===== src/rtl/ram_word_master_if.sv =====
// Request/response handshakes and RAM-port signals of ram_word_master, bundled.
interface ram_word_master_if #(
  parameter int wordsize = 8,
  parameter int addrsize = 9,
  parameter int NB       = 4
) ();
  logic                     req_valid;
  logic                     req_ready;
  logic                     req_write;
  logic [addrsize-1:0]      req_addr;
  logic [wordsize*NB-1:0]   req_wdata;
  logic                     resp_valid;
  logic                     resp_ready;
  logic [wordsize*NB-1:0]   resp_rdata;
  logic                     resp_error;
  logic [addrsize-1:0]      mem_addr;
  logic                     mem_wEn;
  logic [wordsize-1:0]      mem_wDat;
  logic                     mem_rEn;
  logic [wordsize-1:0]      mem_rDat;

  modport slave (
    input  req_valid, req_write, req_addr, req_wdata, resp_ready, mem_rDat,
    output req_ready, resp_valid, resp_rdata, resp_error,
           mem_addr, mem_wEn, mem_wDat, mem_rEn
  );

  modport master (
    output req_valid, req_write, req_addr, req_wdata, resp_ready, mem_rDat,
    input  req_ready, resp_valid, resp_rdata, resp_error,
           mem_addr, mem_wEn, mem_wDat, mem_rEn
  );
endinterface


===== src/rtl/ram_word_master.sv =====
// Word-level initiator: one NB-byte request becomes NB little-endian byte accesses
// on a single RAM port, followed by one response. All outputs are registered.
module ram_word_master #(
  parameter int wordsize  = 8,
  parameter int wordcount = 512,
  parameter int addrsize  = 9,
  parameter int NB        = 4
) (
  input  logic             clock,
  input  logic             reset_n,
  ram_word_master_if.slave bus
);
  localparam int                 CW       = (NB > 1) ? $clog2(NB) : 1;
  localparam int                 DW       = wordsize * NB;
  localparam logic [CW-1:0]      CNT_LAST = CW'(NB - 1);
  localparam logic [addrsize:0]  SPAN     = (addrsize + 1)'(NB - 1);
  localparam logic [addrsize:0]  ADDR_MAX = (addrsize + 1)'(wordcount - 1);

  typedef enum logic [1:0] {
    ST_IDLE = 2'd0,
    ST_XFER = 2'd1,
    ST_RESP = 2'd2
  } state_t;

  state_t               r_state, w_state_nxt;
  logic [CW-1:0]        r_cnt, w_cnt_nxt;
  logic [addrsize-1:0]  r_addr, w_addr_nxt;
  logic                 r_write, w_write_nxt;
  logic [DW-1:0]        r_wdata, w_wdata_nxt;
  logic                 r_error, w_error_nxt;
  logic [DW-1:0]        r_rdata;
  logic                 w_accept;
  logic [addrsize:0]    w_end_addr;
  logic                 w_range_err;
  logic [wordsize-1:0]  w_wbyte;

  logic                 r_req_ready;
  logic                 r_resp_valid;
  logic [addrsize-1:0]  r_mem_addr;
  logic                 r_mem_wEn;
  logic                 r_mem_rEn;
  logic [wordsize-1:0]  r_mem_wDat;

  // Last byte address computed one bit wider so a request past the top never wraps.
  assign w_end_addr  = {1'b0, bus.req_addr} + SPAN;
  assign w_range_err = (w_end_addr > ADDR_MAX);
  assign w_wbyte     = w_wdata_nxt[int'(w_cnt_nxt) * wordsize +: wordsize];

  // Next-state and captured-request logic.
  always_comb begin
    w_state_nxt = r_state;
    w_cnt_nxt   = r_cnt;
    w_addr_nxt  = r_addr;
    w_write_nxt = r_write;
    w_wdata_nxt = r_wdata;
    w_error_nxt = r_error;
    w_accept    = 1'b0;
    case (r_state)
      ST_IDLE: begin
        if (bus.req_valid && r_req_ready) begin
          w_accept    = 1'b1;
          w_addr_nxt  = bus.req_addr;
          w_write_nxt = bus.req_write;
          w_wdata_nxt = bus.req_wdata;
          w_cnt_nxt   = '0;
          if (w_range_err) begin
            w_state_nxt = ST_RESP;
            w_error_nxt = 1'b1;
          end else begin
            w_state_nxt = ST_XFER;
            w_error_nxt = 1'b0;
          end
        end else begin
          w_state_nxt = ST_IDLE;
        end
      end
      ST_XFER: begin
        if (r_cnt == CNT_LAST) begin
          w_state_nxt = ST_RESP;
          w_error_nxt = 1'b0;
        end else begin
          w_cnt_nxt = r_cnt + CW'(1);
        end
      end
      ST_RESP: begin
        if (bus.resp_ready) begin
          w_state_nxt = ST_IDLE;
        end else begin
          w_state_nxt = ST_RESP;
        end
      end
      default: begin
        w_state_nxt = ST_IDLE;
      end
    endcase
  end

  // State, captured request and read-data assembly.
  always_ff @(posedge clock or negedge reset_n) begin
    if (!reset_n) begin
      r_state <= ST_IDLE;
      r_cnt   <= '0;
      r_addr  <= '0;
      r_write <= 1'b0;
      r_wdata <= '0;
      r_error <= 1'b0;
      r_rdata <= '0;
    end else begin
      r_state <= w_state_nxt;
      r_cnt   <= w_cnt_nxt;
      r_addr  <= w_addr_nxt;
      r_write <= w_write_nxt;
      r_wdata <= w_wdata_nxt;
      r_error <= w_error_nxt;
      if (w_accept) begin
        r_rdata <= '0;
      end else if ((r_state == ST_XFER) && !r_write) begin
        r_rdata[int'(r_cnt) * wordsize +: wordsize] <= bus.mem_rDat;
      end
    end
  end

  // Output registers are loaded from the next state so they line up with it.
  always_ff @(posedge clock or negedge reset_n) begin
    if (!reset_n) begin
      r_req_ready  <= 1'b0;
      r_resp_valid <= 1'b0;
      r_mem_addr   <= '0;
      r_mem_wEn    <= 1'b0;
      r_mem_rEn    <= 1'b0;
      r_mem_wDat   <= '0;
    end else begin
      r_req_ready  <= (w_state_nxt == ST_IDLE);
      r_resp_valid <= (w_state_nxt == ST_RESP);
      if (w_state_nxt == ST_XFER) begin
        r_mem_addr <= w_addr_nxt + addrsize'(w_cnt_nxt);
        r_mem_wEn  <= w_write_nxt;
        r_mem_rEn  <= !w_write_nxt;
        r_mem_wDat <= w_write_nxt ? w_wbyte : {wordsize{1'b0}};
      end else begin
        r_mem_addr <= '0;
        r_mem_wEn  <= 1'b0;
        r_mem_rEn  <= 1'b0;
        r_mem_wDat <= '0;
      end
    end
  end

  assign bus.req_ready  = r_req_ready;
  assign bus.resp_valid = r_resp_valid;
  assign bus.resp_rdata = r_rdata;
  assign bus.resp_error = r_error;
  assign bus.mem_addr   = r_mem_addr;
  assign bus.mem_wEn    = r_mem_wEn;
  assign bus.mem_rEn    = r_mem_rEn;
  assign bus.mem_wDat   = r_mem_wDat;
endmodule


===== src/flat_wrapper.sv =====
// flat-port wrapper written by rule: the top's interface ports become plain ports
module ram_word_master_flat 
#(
  parameter int wordsize  = 8,
  parameter int wordcount = 512,
  parameter int addrsize  = 9,
  parameter int NB        = 4
)
  (clock, reset_n, bus_req_valid, bus_req_write, bus_req_addr, bus_req_wdata, bus_resp_ready, bus_mem_rDat, bus_req_ready, bus_resp_valid, bus_resp_rdata, bus_resp_error, bus_mem_addr, bus_mem_wEn, bus_mem_wDat, bus_mem_rEn);
  ram_word_master_if #(.wordsize(wordsize), .addrsize(addrsize), .NB(NB)) bus_i ();
  input  logic clock;
  input  logic reset_n;
  input wire logic [$bits(bus_i.req_valid)-1:0] bus_req_valid;
  input wire logic [$bits(bus_i.req_write)-1:0] bus_req_write;
  input wire logic [$bits(bus_i.req_addr)-1:0] bus_req_addr;
  input wire logic [$bits(bus_i.req_wdata)-1:0] bus_req_wdata;
  input wire logic [$bits(bus_i.resp_ready)-1:0] bus_resp_ready;
  input wire logic [$bits(bus_i.mem_rDat)-1:0] bus_mem_rDat;
  output wire logic [$bits(bus_i.req_ready)-1:0] bus_req_ready;
  output wire logic [$bits(bus_i.resp_valid)-1:0] bus_resp_valid;
  output wire logic [$bits(bus_i.resp_rdata)-1:0] bus_resp_rdata;
  output wire logic [$bits(bus_i.resp_error)-1:0] bus_resp_error;
  output wire logic [$bits(bus_i.mem_addr)-1:0] bus_mem_addr;
  output wire logic [$bits(bus_i.mem_wEn)-1:0] bus_mem_wEn;
  output wire logic [$bits(bus_i.mem_wDat)-1:0] bus_mem_wDat;
  output wire logic [$bits(bus_i.mem_rEn)-1:0] bus_mem_rEn;
  assign bus_i.req_valid = bus_req_valid;
  assign bus_i.req_write = bus_req_write;
  assign bus_i.req_addr = bus_req_addr;
  assign bus_i.req_wdata = bus_req_wdata;
  assign bus_i.resp_ready = bus_resp_ready;
  assign bus_i.mem_rDat = bus_mem_rDat;
  assign bus_req_ready = bus_i.req_ready;
  assign bus_resp_valid = bus_i.resp_valid;
  assign bus_resp_rdata = bus_i.resp_rdata;
  assign bus_resp_error = bus_i.resp_error;
  assign bus_mem_addr = bus_i.mem_addr;
  assign bus_mem_wEn = bus_i.mem_wEn;
  assign bus_mem_wDat = bus_i.mem_wDat;
  assign bus_mem_rEn = bus_i.mem_rEn;
  ram_word_master #(.wordsize(wordsize), .wordcount(wordcount), .addrsize(addrsize), .NB(NB)) u_core (.clock(clock), .reset_n(reset_n), .bus(bus_i));
endmodule

===== config.mk =====
export PLATFORM = sky130hd
export DESIGN_NAME = ram_word_master_flat
export DESIGN_NICKNAME = d
export VERILOG_FILES = /design/src/rtl/ram_word_master_if.sv /design/src/rtl/ram_word_master.sv /design/src/flat_wrapper.sv
export SDC_FILE = /design/constraint.sdc
export NUM_CORES = 1
export LEC_CHECK = 0
export CORE_MARGIN = 2
export CORE_UTILIZATION = 50
export CTS_CLUSTER_DIAMETER = 50
export DETAILED_ROUTE_END_ITERATION = 10
export DONT_BUFFER_PORTS = 1
export PLACE_DENSITY_LB_ADDON = 0.05
export SLEW_MARGIN = 20
export SYNTH_ARGS = -nofsm -noshare
export SYNTH_HDL_FRONTEND = slang
export SYNTH_SLANG_ARGS = --single-unit

===== constraint.sdc =====
create_clock -name clock -period 2.4 [get_ports clock]
set_input_delay 0.24 -clock clock [delete_from_list [all_inputs] [get_ports clock]]
set_output_delay 0.24 -clock clock [all_outputs]
set_load 0.01 [all_outputs]

==> out/summary.md <==
The flow ran to the end, but the final reports show violations. The checks that failed: hold timing. STA puts the critical path data required time at 2.66 ns.

Yosys attributes the largest share of cell area to sky130_fd_sc_hd__dfrtp_1 58%, sky130_fd_sc_hd__nand2_1 12%, sky130_fd_sc_hd__a22o_1 6.0%, sky130_fd_sc_hd__a211oi_1 2.8%, sky130_fd_sc_hd__nor2_1 2.3%. The die is 97.2 um tall. In the final routed layout, each cell accounts on average for 16.6 um. The internal power contribution is 3740 uW, and the multi-input logic area is 0.00172 mm^2.

The Yosys step of the flow raised 0 warnings. TritonCTS built the clock tree. The global-route usage over all layers is 21.4%. Clock-pin slew was measured on the worst setup and hold paths at 0.11 ns. In this run the power spent charging and discharging nets is 2640 uW. The die covers 0.00945 mm^2. Across all setup checks in the final design, the least slack found is 0.159 ns. The detailed router finished its first iteration with 130 violations. The post-route total power is 6380 uW, and the relative contribution of combinational cells to total power is 40.4%.

For the final database, setup skew stands at 0.0209 ns. The clock network accounts for 15.9% of the total power. A synthesized cell averages 10.1 um^2. The boundary pin count was 108. After legalization and detailed placement, the total HPWL measured 6.29 mm. Dividing the detail-routed via count by the number of cells gives 5.51. Power spread over the standard cell area amounts to 1250 mW/mm^2. The switching portion of total power is 41.3%, and the layout overhead on the synthesized area is 17.4%.

The fraction of the mapped netlist area in compound gates works out to 14.3%. The diode insertion count for antenna repair was 0. In this run the remaining antenna-violating nets after routing total 0. The critical path starts at u_core.r_cnt[1]$_DFF_PN0_. The final-layout fill cell count was 738. The post-route netlist has 8.79% of its cells at a drive strength greater than 1. The run gives 0.38 ns as the later-pin clock latency in the skew report.

The tree is rooted in a sky130_fd_sc_hd__clkbuf_8. At the placement stage, the worst setup path has a slack of 0.153 ns. After Yosys synthesis, XOR and XNOR cells account for 1.41% of the synthesized area.

The floorplan has 34 rows. The first global-routing pass estimated 16.3 mm of wire. STA puts the critical path data arrival time at 2.50 ns. Dividing the final minimum period by the clock period gives 93.4%. The run gives 0.547 mV as the maximum vdd ir drop.

In this run the critical register-to-register path is launched from u_core.r_cnt[1]$_DFF_PN0_. The synthesized design contains 0 enable-type register cells. Across the run, the number of max-cap violations was 0.

Static timing analysis puts the maximum clock frequency at 446 MHz. The run gives 5 as the first-pass detailed-route iteration total. The congestion estimate from routability-driven global placement came to 0.821. The initial utilization of the core area, before any placement, comes to 50.8%.

The run gives 9.74 mm as the final routed wirelength across all metal layers. Setup violations remaining at the end of the flow were counted as 0. For the post-synth design cell area, the log shows 0.00434 mm^2. In this run the tool buffered the top-level ports with 0 buffer cells. For the leakage component of the power, the log shows 0.00242 uW.

The initial antenna violation count is 0. For the max-slew violation count, the log shows 0. The dominant cell by count in the synthesized netlist was sky130_fd_sc_hd__nand2_1. Of the total synthesized cell area, the portion taken by AND, OR, NAND and NOR gates is 20.7%.

The worst-path maximum fanout is 4, and the share of the synthesized area in the top cell type is 57.6%. Summing all flip-flop and latch instances after layout gives 0.00250 mm^2. STA classifies the critical path startpoint as a flop.

Global routing finished with a remaining overflow of 0. The core region is 0.00855 mm^2. The synthesized design contains 100 register bits. Of the total synthesized cell area, the portion taken by full adders, half adders and majority gates is 2.19%. The category of the most critical setup path was reg -> reg. The minimum clock period is 2.24 ns. The number of clock buffers inserted by TritonCTS came out at 9. In the synthesized netlist the dominant register cell turns out to be sky130_fd_sc_hd__dfrtp_1. The synthesized design spends more area on one cell type than any other, namely sky130_fd_sc_hd__dfrtp_1. The netlist uses 36 different library cells.

The count of mapped cells out of synthesis was 429; the sum of negative setup slack was 0 ns. The run gives 3226 as the count of vias placed by the detailed router. The commonest cells after synthesis are 135 x sky130_fd_sc_hd__nand2_1, 100 x sky130_fd_sc_hd__dfrtp_1, 30 x sky130_fd_sc_hd__a22o_1, 27 x sky130_fd_sc_hd__nor2_1, 17 x sky130_fd_sc_hd__buf_2. After synthesis, the share of cell area in mux cells is 0.230%. Measured against its own limit, the worst slew margin works out to 63.4%.

The tools report the pin count of the biggest net entering global routing as 101. In the routed design, unresolved DRC markers number 0. The actual transition at the worst max-transition pin works out to 0.545 ns. Sequential cells burn 43.7% of the power. The clock net in this run drives a total of 100 sinks. Setup repair after global routing left no endpoint under its margin.

From left edge to right edge, the die measures 97.2 um. At the end of the flow, the number of nets in the layout was 534. The number of global-route vias before repair came out at 3183.

The clock tree synthesis step divided the H-tree into 3 levels. The tools report the number of hold-slack violations in the final timing report as 100. The worst setup path is captured at a flop.

The part of the Yosys area used for sequential elements was 57.6%. The worst hold path belongs to the class in -> async. The tools report the minimum hold slack as -0.459 ns.

The logs give 2 for the maximum buffer depth of the clock tree and 490 for the synthesized netlist net count. After synthesis, the largest family of logic cells by area is simple AND/OR/NAND/NOR gates. Of all flip-flops after synthesis, the portion carrying an async set or reset was 100%.
-- power groups by stage --
stage,logic [uW],clock network (uW),registers (uW)
2_1_floorplan,1940,0,2730
3_3_place_gp,2470,0,2820
3_5_place_dp,2500,0,2830
4_1_cts,2570,1030,2800
5_1_grt,2930,1110,2860
6_report,2580,1010,2790
-- repair_timing --
item | 4_1_cts | 5_1_grt
setup buffers | 0 | 2
resized for setup | 0 | 2
setup endpoints to repair | 0 | 8
hold buffers | 40 | 1
hold endpoints to repair | 160 | 101
-- routing by layer --
layer / part of all wire [%] / track usage [%] / vias up
met4: 1.6 / 7.80 / 0
met1: 45 / 29.3 / 1593
met5: 0 / 0 / -
met2: 49 / 33.6 / 80
li1: - / - / 1543
met3: 4.6 / 4.96 / 10
-- final timing paths --
check / to / slack [ns] / cells after the start
max: u_core.bus.mem_addr[8]$_DFF_PN0_ / 0.16 / 11
min: u_core.bus.resp_rdata[16]$_DFFE_PN0P_ / -0.46 / 0
max reg2reg: u_core.bus.mem_addr[8]$_DFF_PN0_ / 0.16 / 11
min reg2reg: u_core.r_wdata[24]$_DFF_PN0_ / 0.48 / 2
max in group asynchronous: u_core.r_wdata[0]$_DFF_PN0_ / 2.64 / 0
min in group clock: u_core.bus.resp_rdata[6]$_DFFE_PN0P_ / 0.02 / 2
-- critical path, cell delays in order (launching register included) --
cell,delay [ns]
sky130_fd_sc_hd__dfrtp_1,0.36
sky130_fd_sc_hd__inv_1,0.06
sky130_fd_sc_hd__ha_1,0.21
sky130_fd_sc_hd__nor3b_1,0.35
sky130_fd_sc_hd__a211oi_4,0.06
sky130_fd_sc_hd__inv_1,0.09
sky130_fd_sc_hd__ha_1,0.16
sky130_fd_sc_hd__inv_1,0.06
sky130_fd_sc_hd__fa_2,0.43
sky130_fd_sc_hd__a21oi_1,0.17
sky130_fd_sc_hd__xnor2_1,0.13
sky130_fd_sc_hd__nor2_1,0.05
-- cells by family (layout without fill, tap and decap cells) --
| group | Yosys count | count (layout) |
|---|---|---|
| compound gates | 81 | 81 |
| mux | 1 | 1 |
| flops | 100 | 100 |
| buf+inv | 34 | 83 |
| xor+xnor | 7 | 7 |
| simple gates | 199 | 199 |
| fa+ha+maj | 7 | 7 |
-- state kept, by name (all words and copies together) (netlist names), 2 cells and up --
signal	flops
u_core.r_cnt	2
u_core.r_wdata	32
u_core.bus.mem_wDat	8
u_core.r_state	2
u_core.bus.resp_rdata	32
u_core.r_addr	9
u_core.bus.mem_addr	9
-- layout make-up --
class,instances,share of cell area [%]
Timing Repair Buffer,57,10.4
Tap cell,108,2.65
Clock buffer,9,2.43
Multi-Input combinational cell,295,33.6
Inverter,10,0.736
Clock inverter,7,1.08
Sequential cell,100,49.1
-- placed cells by master, fill, tap and decap left out, types with 2 or more instances in the layout --
cell type and count:
sky130_fd_sc_hd__and2_1 3, sky130_fd_sc_hd__nor2b_1 11, sky130_fd_sc_hd__a22o_1 30, sky130_fd_sc_hd__o22ai_1 2, sky130_fd_sc_hd__a21oi_1 11, sky130_fd_sc_hd__a211oi_1 16
sky130_fd_sc_hd__ha_1 6, sky130_fd_sc_hd__dfrtp_1 99, sky130_fd_sc_hd__buf_4 16, sky130_fd_sc_hd__nor3b_1 2, sky130_fd_sc_hd__nand2_1 135, sky130_fd_sc_hd__inv_6 4
sky130_fd_sc_hd__clkinvlp_4 2, sky130_fd_sc_hd__o21ai_0 4, sky130_fd_sc_hd__inv_1 10, sky130_fd_sc_hd__nor2_1 27, sky130_fd_sc_hd__dlygate4sd3_1 41, sky130_fd_sc_hd__o32ai_1 8
sky130_fd_sc_hd__nor4_4 2, sky130_fd_sc_hd__and4_1 2, sky130_fd_sc_hd__nand4_1 5, sky130_fd_sc_hd__xnor2_1 7, sky130_fd_sc_hd__o21a_1 2, sky130_fd_sc_hd__a21o_1 4
sky130_fd_sc_hd__nand3_1 5, sky130_fd_sc_hd__clkbuf_8 9
-- through the flow --
| stage | hold WS [ns] | cells | instance area, um^2 | util, % |
|---|---|---|---|---|
| after floorplan | -0.0556 | 429 | 4350 | - |
| after global placement | -0.0535 | 527 | 4500 | 52.6 |
| after detailed placement | -0.0531 | 527 | 4500 | 52.6 |
| after CTS | -0.466 | 583 | 5070 | 59.4 |
| after global routing | -0.482 | 586 | 5100 | 59.7 |
| final | -0.459 | 586 | 5100 | 59.7 |
No activity file was read; power rests on OpenSTA's default activity.
